### src/rtl/alu_seq_pkg.sv
// Shared constants, operation codes and types for the execute-stage ALU sequencer.
package alu_seq_pkg;

   localparam int unsigned XLEN_W = 32;
   localparam int unsigned OP_W   = 12;

   localparam logic [6:0] OPC_OP     = 7'b0110011;
   localparam logic [6:0] OPC_OP_IMM = 7'b0010011;
   localparam logic [6:0] OPC_BRANCH = 7'b1100011;

   // Operation code layout: {alt_op, alt_imm, funct3, opcode}
   localparam logic [11:0] ALU_ADDI  = {2'b00, 3'b000, OPC_OP_IMM};
   localparam logic [11:0] ALU_SLLI  = {2'b00, 3'b001, OPC_OP_IMM};
   localparam logic [11:0] ALU_SLTI  = {2'b00, 3'b010, OPC_OP_IMM};
   localparam logic [11:0] ALU_SLTIU = {2'b00, 3'b011, OPC_OP_IMM};
   localparam logic [11:0] ALU_XORI  = {2'b00, 3'b100, OPC_OP_IMM};
   localparam logic [11:0] ALU_SRLI  = {2'b00, 3'b101, OPC_OP_IMM};
   localparam logic [11:0] ALU_SRAI  = {2'b01, 3'b101, OPC_OP_IMM};
   localparam logic [11:0] ALU_ORI   = {2'b00, 3'b110, OPC_OP_IMM};
   localparam logic [11:0] ALU_ANDI  = {2'b00, 3'b111, OPC_OP_IMM};

   localparam logic [11:0] ALU_ADD   = {2'b00, 3'b000, OPC_OP};
   localparam logic [11:0] ALU_SUB   = {2'b10, 3'b000, OPC_OP};
   localparam logic [11:0] ALU_SLL   = {2'b00, 3'b001, OPC_OP};
   localparam logic [11:0] ALU_SLT   = {2'b00, 3'b010, OPC_OP};
   localparam logic [11:0] ALU_SLTU  = {2'b00, 3'b011, OPC_OP};
   localparam logic [11:0] ALU_XOR   = {2'b00, 3'b100, OPC_OP};
   localparam logic [11:0] ALU_SRL   = {2'b00, 3'b101, OPC_OP};
   localparam logic [11:0] ALU_SRA   = {2'b10, 3'b101, OPC_OP};
   localparam logic [11:0] ALU_OR    = {2'b00, 3'b110, OPC_OP};
   localparam logic [11:0] ALU_AND   = {2'b00, 3'b111, OPC_OP};

   localparam logic [11:0] ALU_BEQ   = {2'b00, 3'b000, OPC_BRANCH};
   localparam logic [11:0] ALU_BNE   = {2'b00, 3'b001, OPC_BRANCH};
   localparam logic [11:0] ALU_BLT   = {2'b00, 3'b100, OPC_BRANCH};
   localparam logic [11:0] ALU_BGE   = {2'b00, 3'b101, OPC_BRANCH};
   localparam logic [11:0] ALU_BLTU  = {2'b00, 3'b110, OPC_BRANCH};
   localparam logic [11:0] ALU_BGEU  = {2'b00, 3'b111, OPC_BRANCH};

   typedef enum logic [1:0] {IDLE, ISSUE, CAPT, RESP} state_t;

   typedef enum logic [1:0] {KIND_OP, KIND_OP_IMM, KIND_BRANCH, KIND_ILLEGAL} kind_t;

   typedef struct packed {
      logic [OP_W-1:0]   operation;
      logic [XLEN_W-1:0] imm;
      logic [XLEN_W-1:0] b_imm;
      kind_t             kind;
      logic              legal;
   } dec_t;

endpackage

### src/rtl/alu_seq_if.sv
// Instruction, ALU-drive and response signals of the sequencer, with DUT (slave) and environment (master) views.
interface alu_seq_if;
   import alu_seq_pkg::*;

   logic              in_valid;
   logic              in_ready;
   logic [31:0]       in_instr;
   logic [XLEN_W-1:0] in_rs1_val;
   logic [XLEN_W-1:0] in_rs2_val;
   logic [XLEN_W-1:0] in_pc;

   logic [OP_W-1:0]   alu_operation;
   logic [XLEN_W-1:0] alu_rs1;
   logic [XLEN_W-1:0] alu_rs2;
   logic [XLEN_W-1:0] alu_imm;
   logic [XLEN_W-1:0] alu_rd;
   logic              alu_zero;

   logic              out_valid;
   logic              out_ready;
   logic [XLEN_W-1:0] out_result;
   logic [4:0]        out_rd_addr;
   logic              out_rd_we;
   logic              out_branch_taken;
   logic [XLEN_W-1:0] out_branch_target;
   logic              out_illegal;

   modport slave (
      input  in_valid, in_instr, in_rs1_val, in_rs2_val, in_pc,
      input  alu_rd, alu_zero, out_ready,
      output in_ready, alu_operation, alu_rs1, alu_rs2, alu_imm,
      output out_valid, out_result, out_rd_addr, out_rd_we,
      output out_branch_taken, out_branch_target, out_illegal
   );

   modport master (
      output in_valid, in_instr, in_rs1_val, in_rs2_val, in_pc,
      output alu_rd, alu_zero, out_ready,
      input  in_ready, alu_operation, alu_rs1, alu_rs2, alu_imm,
      input  out_valid, out_result, out_rd_addr, out_rd_we,
      input  out_branch_taken, out_branch_target, out_illegal
   );

endinterface

### src/rtl/alu_op_decode.sv
// Combinational RV32I decode into the ALU operation code, I-immediate, B-immediate and instruction kind.
module alu_op_decode
   import alu_seq_pkg::*;
(
   input  logic [31:0] instr,
   output dec_t        dec
);

   logic [6:0]      opcode;
   logic [2:0]      funct3;
   logic            alt_op;
   logic            alt_imm;
   logic [OP_W-1:0] op_code;
   logic            unused_rs1_field;

   // Register-source field is consumed upstream by the register file
   assign unused_rs1_field = ^instr[19:15];

   always_comb begin
      opcode  = instr[6:0];
      funct3  = instr[14:12];
      alt_op  = (opcode == OPC_OP) && ((funct3 == 3'b000) || (funct3 == 3'b101)) && instr[30];
      alt_imm = (opcode == OPC_OP_IMM) && (funct3 == 3'b101) && instr[30];
      op_code = {alt_op, alt_imm, funct3, opcode};

      dec           = '0;
      dec.kind      = KIND_ILLEGAL;
      dec.operation = op_code;
      dec.b_imm     = {{19{instr[31]}}, instr[31], instr[7], instr[30:25], instr[11:8], 1'b0};

      case (op_code)
         ALU_ADDI, ALU_SLLI, ALU_SLTI, ALU_SLTIU, ALU_XORI,
         ALU_SRLI, ALU_SRAI, ALU_ORI, ALU_ANDI: begin
            dec.kind  = KIND_OP_IMM;
            dec.legal = 1'b1;
            dec.imm   = {{20{instr[31]}}, instr[31:20]};
         end
         ALU_ADD, ALU_SUB, ALU_SLL, ALU_SLT, ALU_SLTU,
         ALU_XOR, ALU_SRL, ALU_SRA, ALU_OR, ALU_AND: begin
            dec.kind  = KIND_OP;
            dec.legal = 1'b1;
         end
         ALU_BEQ, ALU_BNE, ALU_BLT, ALU_BGE, ALU_BLTU, ALU_BGEU: begin
            dec.kind  = KIND_BRANCH;
            dec.legal = 1'b1;
         end
         default: begin
            dec.kind  = KIND_ILLEGAL;
            dec.legal = 1'b0;
         end
      endcase
   end

endmodule

### src/rtl/alu_seq.sv
// Execute-stage sequencer: accepts one instruction, steps the registered ALU through
// its one-cycle latency and presents a held response with its own handshake.
module alu_seq
   import alu_seq_pkg::*;
#(
   parameter int unsigned XLEN    = 32,
   parameter bit          ZERO_X0 = 1'b1
)(
   input  logic     clk,
   input  logic     reset,
   alu_seq_if.slave bus
);

   state_t          state, state_nxt;
   dec_t            dec;

   logic            in_ready_q;
   logic            out_valid_q;
   logic            is_branch_q, is_branch_nxt;
   logic [OP_W-1:0] op_q, op_nxt;
   logic [XLEN-1:0] rs1_q, rs1_nxt;
   logic [XLEN-1:0] rs2_q, rs2_nxt;
   logic [XLEN-1:0] imm_q, imm_nxt;
   logic [XLEN-1:0] result_q, result_nxt;
   logic [4:0]      rd_addr_q, rd_addr_nxt;
   logic            rd_we_q, rd_we_nxt;
   logic            taken_q, taken_nxt;
   logic [XLEN-1:0] target_q, target_nxt;
   logic            illegal_q, illegal_nxt;

   alu_op_decode u_decode (
      .instr (bus.in_instr),
      .dec   (dec)
   );

   // Next-state and next-value logic; every register holds unless a state updates it
   always_comb begin
      state_nxt     = state;
      is_branch_nxt = is_branch_q;
      op_nxt        = op_q;
      rs1_nxt       = rs1_q;
      rs2_nxt       = rs2_q;
      imm_nxt       = imm_q;
      result_nxt    = result_q;
      rd_addr_nxt   = rd_addr_q;
      rd_we_nxt     = rd_we_q;
      taken_nxt     = taken_q;
      target_nxt    = target_q;
      illegal_nxt   = illegal_q;

      case (state)
         IDLE: begin
            if (bus.in_valid) begin
               rd_addr_nxt   = bus.in_instr[11:7];
               target_nxt    = bus.in_pc + dec.b_imm;
               result_nxt    = '0;
               taken_nxt     = 1'b0;
               is_branch_nxt = (dec.kind == KIND_BRANCH);
               if (dec.legal) begin
                  op_nxt      = dec.operation;
                  rs1_nxt     = bus.in_rs1_val;
                  rs2_nxt     = bus.in_rs2_val;
                  imm_nxt     = dec.imm;
                  rd_we_nxt   = (dec.kind != KIND_BRANCH) &&
                                !(ZERO_X0 && (bus.in_instr[11:7] == 5'd0));
                  illegal_nxt = 1'b0;
                  state_nxt   = ISSUE;
               end else begin
                  rd_we_nxt   = 1'b0;
                  illegal_nxt = 1'b1;
                  state_nxt   = RESP;
               end
            end
         end
         ISSUE: state_nxt = CAPT;
         CAPT: begin
            // alu_zero is only meaningful for branches; the ALU leaves it stale otherwise
            result_nxt = bus.alu_rd;
            if (is_branch_q) taken_nxt = bus.alu_zero;
            state_nxt = RESP;
         end
         RESP: begin
            if (bus.out_ready) state_nxt = IDLE;
         end
         default: state_nxt = IDLE;
      endcase
   end

   // State register plus all registered outputs
   always_ff @(posedge clk) begin
      if (reset) begin
         state       <= IDLE;
         in_ready_q  <= 1'b1;
         out_valid_q <= 1'b0;
         is_branch_q <= 1'b0;
         op_q        <= '0;
         rs1_q       <= '0;
         rs2_q       <= '0;
         imm_q       <= '0;
         result_q    <= '0;
         rd_addr_q   <= '0;
         rd_we_q     <= 1'b0;
         taken_q     <= 1'b0;
         target_q    <= '0;
         illegal_q   <= 1'b0;
      end else begin
         state       <= state_nxt;
         in_ready_q  <= (state_nxt == IDLE);
         out_valid_q <= (state_nxt == RESP);
         is_branch_q <= is_branch_nxt;
         op_q        <= op_nxt;
         rs1_q       <= rs1_nxt;
         rs2_q       <= rs2_nxt;
         imm_q       <= imm_nxt;
         result_q    <= result_nxt;
         rd_addr_q   <= rd_addr_nxt;
         rd_we_q     <= rd_we_nxt;
         taken_q     <= taken_nxt;
         target_q    <= target_nxt;
         illegal_q   <= illegal_nxt;
      end
   end

   assign bus.in_ready          = in_ready_q;
   assign bus.out_valid         = out_valid_q;
   assign bus.alu_operation     = op_q;
   assign bus.alu_rs1           = rs1_q;
   assign bus.alu_rs2           = rs2_q;
   assign bus.alu_imm           = imm_q;
   assign bus.out_result        = result_q;
   assign bus.out_rd_addr       = rd_addr_q;
   assign bus.out_rd_we         = rd_we_q;
   assign bus.out_branch_taken  = taken_q;
   assign bus.out_branch_target = target_q;
   assign bus.out_illegal       = illegal_q;

endmodule

### src/flat_wrapper.sv
// flat-port wrapper written by rule: the top's interface ports become plain ports
module alu_seq_flat import alu_seq_pkg::*;
#(
   parameter int unsigned XLEN    = 32,
   parameter bit          ZERO_X0 = 1'b1
)
  (clk, reset, bus_in_valid, bus_in_instr, bus_in_rs1_val, bus_in_rs2_val, bus_in_pc, bus_alu_rd, bus_alu_zero, bus_out_ready, bus_in_ready, bus_alu_operation, bus_alu_rs1, bus_alu_rs2, bus_alu_imm, bus_out_valid, bus_out_result, bus_out_rd_addr, bus_out_rd_we, bus_out_branch_taken, bus_out_branch_target, bus_out_illegal);
  alu_seq_if bus_i ();
  input  logic clk;
  input  logic reset;
  input wire logic [$bits(bus_i.in_valid)-1:0] bus_in_valid;
  input wire logic [$bits(bus_i.in_instr)-1:0] bus_in_instr;
  input wire logic [$bits(bus_i.in_rs1_val)-1:0] bus_in_rs1_val;
  input wire logic [$bits(bus_i.in_rs2_val)-1:0] bus_in_rs2_val;
  input wire logic [$bits(bus_i.in_pc)-1:0] bus_in_pc;
  input wire logic [$bits(bus_i.alu_rd)-1:0] bus_alu_rd;
  input wire logic [$bits(bus_i.alu_zero)-1:0] bus_alu_zero;
  input wire logic [$bits(bus_i.out_ready)-1:0] bus_out_ready;
  output wire logic [$bits(bus_i.in_ready)-1:0] bus_in_ready;
  output wire logic [$bits(bus_i.alu_operation)-1:0] bus_alu_operation;
  output wire logic [$bits(bus_i.alu_rs1)-1:0] bus_alu_rs1;
  output wire logic [$bits(bus_i.alu_rs2)-1:0] bus_alu_rs2;
  output wire logic [$bits(bus_i.alu_imm)-1:0] bus_alu_imm;
  output wire logic [$bits(bus_i.out_valid)-1:0] bus_out_valid;
  output wire logic [$bits(bus_i.out_result)-1:0] bus_out_result;
  output wire logic [$bits(bus_i.out_rd_addr)-1:0] bus_out_rd_addr;
  output wire logic [$bits(bus_i.out_rd_we)-1:0] bus_out_rd_we;
  output wire logic [$bits(bus_i.out_branch_taken)-1:0] bus_out_branch_taken;
  output wire logic [$bits(bus_i.out_branch_target)-1:0] bus_out_branch_target;
  output wire logic [$bits(bus_i.out_illegal)-1:0] bus_out_illegal;
  assign bus_i.in_valid = bus_in_valid;
  assign bus_i.in_instr = bus_in_instr;
  assign bus_i.in_rs1_val = bus_in_rs1_val;
  assign bus_i.in_rs2_val = bus_in_rs2_val;
  assign bus_i.in_pc = bus_in_pc;
  assign bus_i.alu_rd = bus_alu_rd;
  assign bus_i.alu_zero = bus_alu_zero;
  assign bus_i.out_ready = bus_out_ready;
  assign bus_in_ready = bus_i.in_ready;
  assign bus_alu_operation = bus_i.alu_operation;
  assign bus_alu_rs1 = bus_i.alu_rs1;
  assign bus_alu_rs2 = bus_i.alu_rs2;
  assign bus_alu_imm = bus_i.alu_imm;
  assign bus_out_valid = bus_i.out_valid;
  assign bus_out_result = bus_i.out_result;
  assign bus_out_rd_addr = bus_i.out_rd_addr;
  assign bus_out_rd_we = bus_i.out_rd_we;
  assign bus_out_branch_taken = bus_i.out_branch_taken;
  assign bus_out_branch_target = bus_i.out_branch_target;
  assign bus_out_illegal = bus_i.out_illegal;
  alu_seq #(.XLEN(XLEN), .ZERO_X0(ZERO_X0)) u_core (.clk(clk), .reset(reset), .bus(bus_i));
endmodule
### config.mk
export PLATFORM = sky130hd
export DESIGN_NAME = alu_seq_flat
export DESIGN_NICKNAME = d
export VERILOG_FILES = /design/src/rtl/alu_seq_pkg.sv /design/src/rtl/alu_seq_if.sv /design/src/rtl/alu_op_decode.sv /design/src/rtl/alu_seq.sv /design/src/flat_wrapper.sv
export SDC_FILE = /design/constraint.sdc
export NUM_CORES = 1
export LEC_CHECK = 0
export ABC_AREA = 1
export CAP_MARGIN = 20
export CELL_PAD_IN_SITES_DETAIL_PLACEMENT = 0
export CELL_PAD_IN_SITES_GLOBAL_PLACEMENT = 1
export CORE_ASPECT_RATIO = 1.4
export CORE_MARGIN = 4
export CORE_UTILIZATION = 29
export DETAILED_ROUTE_END_ITERATION = 10
export PLACE_DENSITY = 0.85
export SYNTH_ARGS = -nofsm -noshare
export SYNTH_HDL_FRONTEND = slang
export SYNTH_SLANG_ARGS = --single-unit
### constraint.sdc
create_clock -name clk -period 2.5 [get_ports clk]
set_input_delay 0.625 -clock clk [delete_from_list [all_inputs] [get_ports clk]]
set_output_delay 0.625 -clock clk [all_outputs]
set_load 0.1 [all_outputs]
# Word-level counts from Yosys, hierarchy flattened
# Cells that the tools add are included.
# totals
reg_bits	185
input_bits	165
output_inout_bits	182
wordCells	83
# op_classes
add_sub_neg	1
n_eq_ne	36
muxes	13
n_reduce_logical	19
# op_table
op	count
equality test 12 x 10 -> 1 bit (second input constant)	12
2-to-1 mux 32 bit	2
case mux 32 bit (2 select lines)	1
equality test 12 x 9 -> 1 bit (second input constant)	4
equality test 12 x 8 -> 1 bit (second input constant)	3
adder 32 bit	1
equality test 12 bit (second input constant)	2
equality test 12 x 11 -> 1 bit (second input constant)	1
equality test 12 x 5 -> 1 bit (second input constant)	1
equality test 12 x 6 -> 1 bit (second input constant)	1
equality test 12 x 7 -> 1 bit (second input constant)	1
OR reduction 10 bit	1
case mux 3 bit (3 select lines)	1
OR reduction 9 bit	1
equality test 2 bit (second input constant)	4
case mux 2 bit (4 select lines)	1
equality test 7 x 5 -> 1 bit (second input constant)	1
equality test 7 x 6 -> 1 bit (second input constant)	1
2-to-1 mux 2 bit	3
AND reduction 3 bit	2
OR reduction 6 bit	1
logical AND 1 bit	5
logical NOT 5 bit	1
logical NOT 2 bit	2
other kinds (11)	16

# Depth between registers and ports, before layout
# logic_depth
depth_word	11
depth_mapped	14
depth_no_buf	14

# By module
# A second synthesis with hierarchy kept.
# hier_totals
cells_unflattened	1455
hier_area_um2	9688.0
# by_module_without_submodules
mod	instances	cells_per_inst	area_per_inst_um2	seq_area_each_um2
alu_seq	1	1332	8912.3	3703.6
alu_op_decode	1	123	775.7	0.0

# Worst setup path before layout
# Ideal clock, no wire load.
# synth_path
path_kind	reg2out
from	register, netlist name u_core.bus.alu_imm[30]
to	output port bus_alu_imm[12]
t_arrival_ps	1715
required_time_ps	1875
path_slack_ps	160
stages_incl_launch_ff	2
path_buffers	1
cell_sequence	dfxtp_1 -> buf_4
# synth_lines
element	line	rtl
end, declared	flat_wrapper.sv:23	output wire logic [$bits(bus_i.alu_imm)-1:0] bus_alu_imm;

# Worst setup path after layout
# layout_path
from	input port bus_in_instr[8]
to	register u_core.target_q[17] (netlist: u_core.bus.out_branch_target[17])
# layout_between
elab_chain_len	1
# layout_lines
element	line	rtl
start, declared	flat_wrapper.sv:12	input wire logic [$bits(bus_i.in_instr)-1:0] bus_in_instr;
adder 32 bit	alu_seq.sv:55	target_nxt = bus.in_pc + dec.b_imm;
end signal, assigned	alu_seq.sv:119	target_q <= target_nxt;
end, declared	alu_seq.sv:28	logic [XLEN-1:0] target_q, target_nxt;
# Every way passes these cells.
# A chain may end at the register's enable or synchronous reset.

==> results.txt <==
- Result of the run: complete, no violations
* Max-cap viol count: 0
- Clock sinks: around 170
* Via density per instance: approximately 4.5
* Library cell appearing most often on the critical path: nand2_1
* Reg2reg setup slack: approximately 0.94 ns
- The clock network accounts for between 30% and 40% of the total power.
* Worst slew pin tran: roughly 0.6 ns
- The number of pins exceeding their max-slew limit in the final report came to 0.
* P&R area growth vs syn: 54.1%
- Across the VDD grid, the largest voltage drop is ~560 uV.
- Post-synth cell types: 26
- In this run the remaining antenna-violating nets after routing total 0.
- In this run, post-CTS hold repair placed 0 buffers.
- Counting cells, the worst reg-to-reg path comes to 7.
- STA puts the critical path data arrival time at between 2 and 3 ns.
- First-pass iteration count of the detailed router: 4
- In this run the count of I/O pins placed on the die edge is around 350.
- Final std cell area, no fill: ~13000 sq um
- Measured against its own limit, the worst slew margin works out to 60.0%.
- Net switching is ~38% of the power.
* Routed via count: between 9000 and 10000
- Counting every instance in the synthesized netlist gives roughly 1300.
- Once placement finished, the instance area stood at between 10000 and 15000 sq um.
- Postcts setup bufs: 0
- Flip-flop and latch count after synthesis: around 170
* Share of total power in sequential cells: around a third
- Mean cell area of the mapped netlist: ~6.6 sq um
* Int Power: ~0.0052 W
- Worst hold slack: between 0.4 and 0.5 ns
* Final HPWL DP: 24700 um
- The Yosys step of the flow raised 0 warnings.
- The number of global-route vias before repair is a little under 9000.
- Critical path data required time: roughly 2.8 ns
* Cell with the largest stage delay on the worst path: clkdlybuf4s50_1
- Global routing finished with a remaining overflow of 0.
* TritonCTS clock tree: done
- Counting along the longest clock path gives a buffer depth of 2.
- STA classifies the critical path endpoint as a flop.
- Derived from the worst setup path, the maximum achievable clock frequency is 430 MHz.
- For this design the total switching power over the nets is approximately 0.0032 W.
- Maximum number of pins on one net before global-route repair: between 100 and 150
* Count of port buffers added during placement: 341
* Biggest fanout along the worst timing path: 3
- After floorplanning, the core was sized to cover between 20000 and 30000 sq um.
* Number of enable flip-flop cells after synthesis: 0
- Setup violations remaining at the end of the flow were counted as 0.
* Pleak: approximately 6 nW
- Startpoint of the worst register-to-register path: u_core.state[0]$_SDFF_PP0_
- After clock tree synthesis, the clock-pin slew on the worst setup and hold paths is ~0.070 ns.
* Final period utilization: 92.9%
- Wirelength per Cell: between 15 and 20 um
- Setup repair after global routing missed its margin: false
* Async set or reset register ratio after synthesis: 0%
- Peak per-stage delay on the critical path: between 0.4 and 0.5 ns
* P per Cell Area: between 600 and 700 nW/um^2
* Post-Route WL: approximately 32000 um
* Post-synthesis sequential area ratio: between 30% and 40%
- Net count of the finished layout: 1817
- Shortest period the worst path allows: around 2.3 ns
- First-pass GRT wire length: slightly below 50000 um
- Drt initial violations: between 400 and 500
* Min-delay src: u_core.bus.alu_operation[2]$_SDFFE_PP0P_
* Area of the die: roughly 32000 sq um
- Cells fill between 40% and 50% of the core in the end.
- The path class of the tightest hold or removal check is reg2reg.
- Worst Hold End: u_core.bus.alu_operation[2]$_SDFFE_PP0P_
- The floorplan step set the die height to ~210 um.
- Worst hold path depth: 2
- Among all flip-flop cells after synthesis, the most frequent one is dfxtp_1.
* Row count: 73
- The initial utilization of the core area, before any placement, comes to around 30%.
* Capture instance of the worst register-to-register path: u_core.bus.alu_rs1[23]$_SDFFE_PP0P_
- Final weighted congestion in routability-driven placement: between 0.8 and 0.9
- Relative contribution of combinational cells to total power: 31.8%
* Final hold violations: 0
- Net count of the mapped netlist: between 1000 and 1500
* Number of H-tree levels: 4
* Number of buffers inserted during clock tree synthesis: 17
- In the final timing run, aggregate negative setup slack is 0 ns.
- Critical-path cell list: clkdlybuf4s50_1 -> ha_2 -> inv_1 -> fa_1 -> inv_1 -> nand3_1 -> nand3_2 -> nand2_1 -> nand2_1 -> nand2_1 -> nand2_1 -> xnor2_1 -> nand2_1 -> nand2_1 -> inv_1
- Layout cells sized above 1: ~18%
* Die width: approximately 150 um
* Skew final: 0.00864 ns
* Count of filler cells inserted in the layout: approximately 2900
* Clock latency reported for the late side of the worst-skew pair: about 0.44 ns
- Cell at the root of the clock tree: clkbuf_16
- All-Layer GR Usage: around 19%
* Post-synth design cell area: between 8000 and 9000 sq um
* Count of antenna diodes in the layout: 0
- CP startpoint kind: input port
* Startpoint-to-endpoint class of the critical path: in2reg
- Initial antenna violation count: 1
* Remaining design rule violation count: 0
per-layer routing:
| metal | GRT usage (%) | wire length [um] | vias to the layer above |
|---|---|---|---|
| met3 | 6.44 | 2350 | 43 |
| met5 | 0 | 13 | - |
| met2 | 35.3 | 16200 | 291 |
| li1 | - | - | 4686 |
| met4 | 6.76 | 835 | 2 |
| met1 | 21.1 | 12300 | 4112 |
timing repair:
action,CTS,global route
hold endpoints to repair,0,0
resized for setup,0,7
setup endpoints to repair,0,11
placed cells by master, fill, tap and decap left out, types with 2 or more instances in the layout:
master / n
clkdlybuf4s50_1: 158
a21o_1: 2
xor2_1: 13
nor3_1: 5
o21bai_1: 3
o21ai_0: 30
bufinv_16: 3
ha_1: 29
clkbuf_16: 17
inv_8: 4
nand3_1: 126
nand4_1: 9
dfxtp_1: 165
buf_12: 30
a21oi_1: 147
nor2_1: 118
inv_1: 150
nor2_2: 4
xnor2_1: 2
buf_4: 225
nand3_2: 4
inv_6: 5
nand2_1: 373
Yosys cell counts, types with 2 or more instances:
master | number | area share [%]
a21o_1 | 2 | 0.18
a21oi_1 | 147 | 8.7
buf_2 | 27 | 1.6
buf_4 | 28 | 2.5
buf_6 | 2 | 0.27
clkbuf_1 | 22 | 0.98
dfxtp_1 | 165 | 39
ha_1 | 30 | 4.5
inv_1 | 151 | 6.7
nand2_1 | 373 | 17
nand3_1 | 129 | 7.7
nand4_1 | 9 | 0.67
nor2_1 | 122 | 5.4
nor3_1 | 5 | 0.30
o21ai_0 | 31 | 1.8
o21bai_1 | 3 | 0.27
xnor2_1 | 2 | 0.21
xor2_1 | 13 | 1.4
critical path, delay by kind of cell:
kind	cells	cell delay (ns)
XOR/XNOR	1	0.12
adder cells (fa/ha/maj)	2	0.60
buffers and inverters	4	0.70
AND/OR/NAND/NOR	8	0.62
cells by family (layout without fill, tap and decap cells):
group,Yosys count,in the layout,synth area share [%]
simple gates,643,643,31.2
xor+xnor,15,15,1.56
buf+inv,232,597,12.3
flops,165,165,39.3
fa+ha+maj,31,31,4.70
compound gates,183,183,11.0
per-stage QoR:
stage	worst slack [ns]	std cells	total power, W
final	0.177	2009	0.00842
after global routing	0.000975	2009	0.00878
after CTS	0.128	2009	0.00849
after detailed placement	-0.340	1977	0.00559
after global placement	-0.325	1977	0.00558
after floorplan	0.160	1269	0.00465
worst max-delay path by stage:
stage | from | to | slack [ns] | depth (start not counted)
2_1_floorplan | u_core.bus.alu_imm[30]$_SDFFE_PP0P_ | bus_alu_imm[12] | 0.16 | 1
3_3_place_gp | bus_in_instr[31] | u_core.bus.out_branch_target[20]$_SDFFE_PP0P_ | -0.33 | 12
3_5_place_dp | bus_in_instr[8] | u_core.bus.out_branch_target[21]$_SDFFE_PP0P_ | -0.34 | 14
4_1_cts | bus_in_instr[8] | u_core.bus.out_branch_target[21]$_SDFFE_PP0P_ | 0.13 | 14
5_1_grt | bus_in_instr[8] | u_core.bus.out_branch_target[31]$_SDFFE_PP0P_ | 0.001 | 14
6_report | bus_in_instr[8] | u_core.bus.out_branch_target[17]$_SDFFE_PP0P_ | 0.18 | 15
power groups by stage:
stage | Clock, W | Combinational [W] | Sequential, W
3_5_place_dp | 0 | 0.00268 | 0.00291
4_1_cts | 0.00295 | 0.00269 | 0.00285
6_report | 0.00289 | 0.00268 | 0.00285
3_3_place_gp | 0 | 0.00268 | 0.00290
2_1_floorplan | 0 | 0.000801 | 0.00385
5_1_grt | 0.00304 | 0.00287 | 0.00286
area by class of cell:
cell class              instances  area [sq um]  share of cell area, %
clock buffers                  18           439                   3.39
clock inverters                14           203                   1.56
inverters                     152           573                   4.42
multi-input cells             872          4100                   31.7
flip-flops and latches        165          3300                   25.5
well taps                     375           469                   3.62
repair buffers                413          3870                   29.9
flip-flops by register name, indices dropped and copies added (netlist names):
name and count:
u_core.bus.alu_rs1 32, u_core.bus.alu_rs2 32, u_core.bus.out_branch_target 32, u_core.bus.out_result 32, u_core.bus.alu_imm 12, u_core.bus.alu_operation 12, u_core.bus.out_rd_addr 5, u_core.state 2
u_core.bus.in_ready 1, u_core.bus.out_branch_taken 1, u_core.bus.out_illegal 1, u_core.bus.out_rd_we 1, u_core.bus.out_valid 1, u_core.is_branch_q 1
No activity file was read; power rests on OpenSTA's default activity.
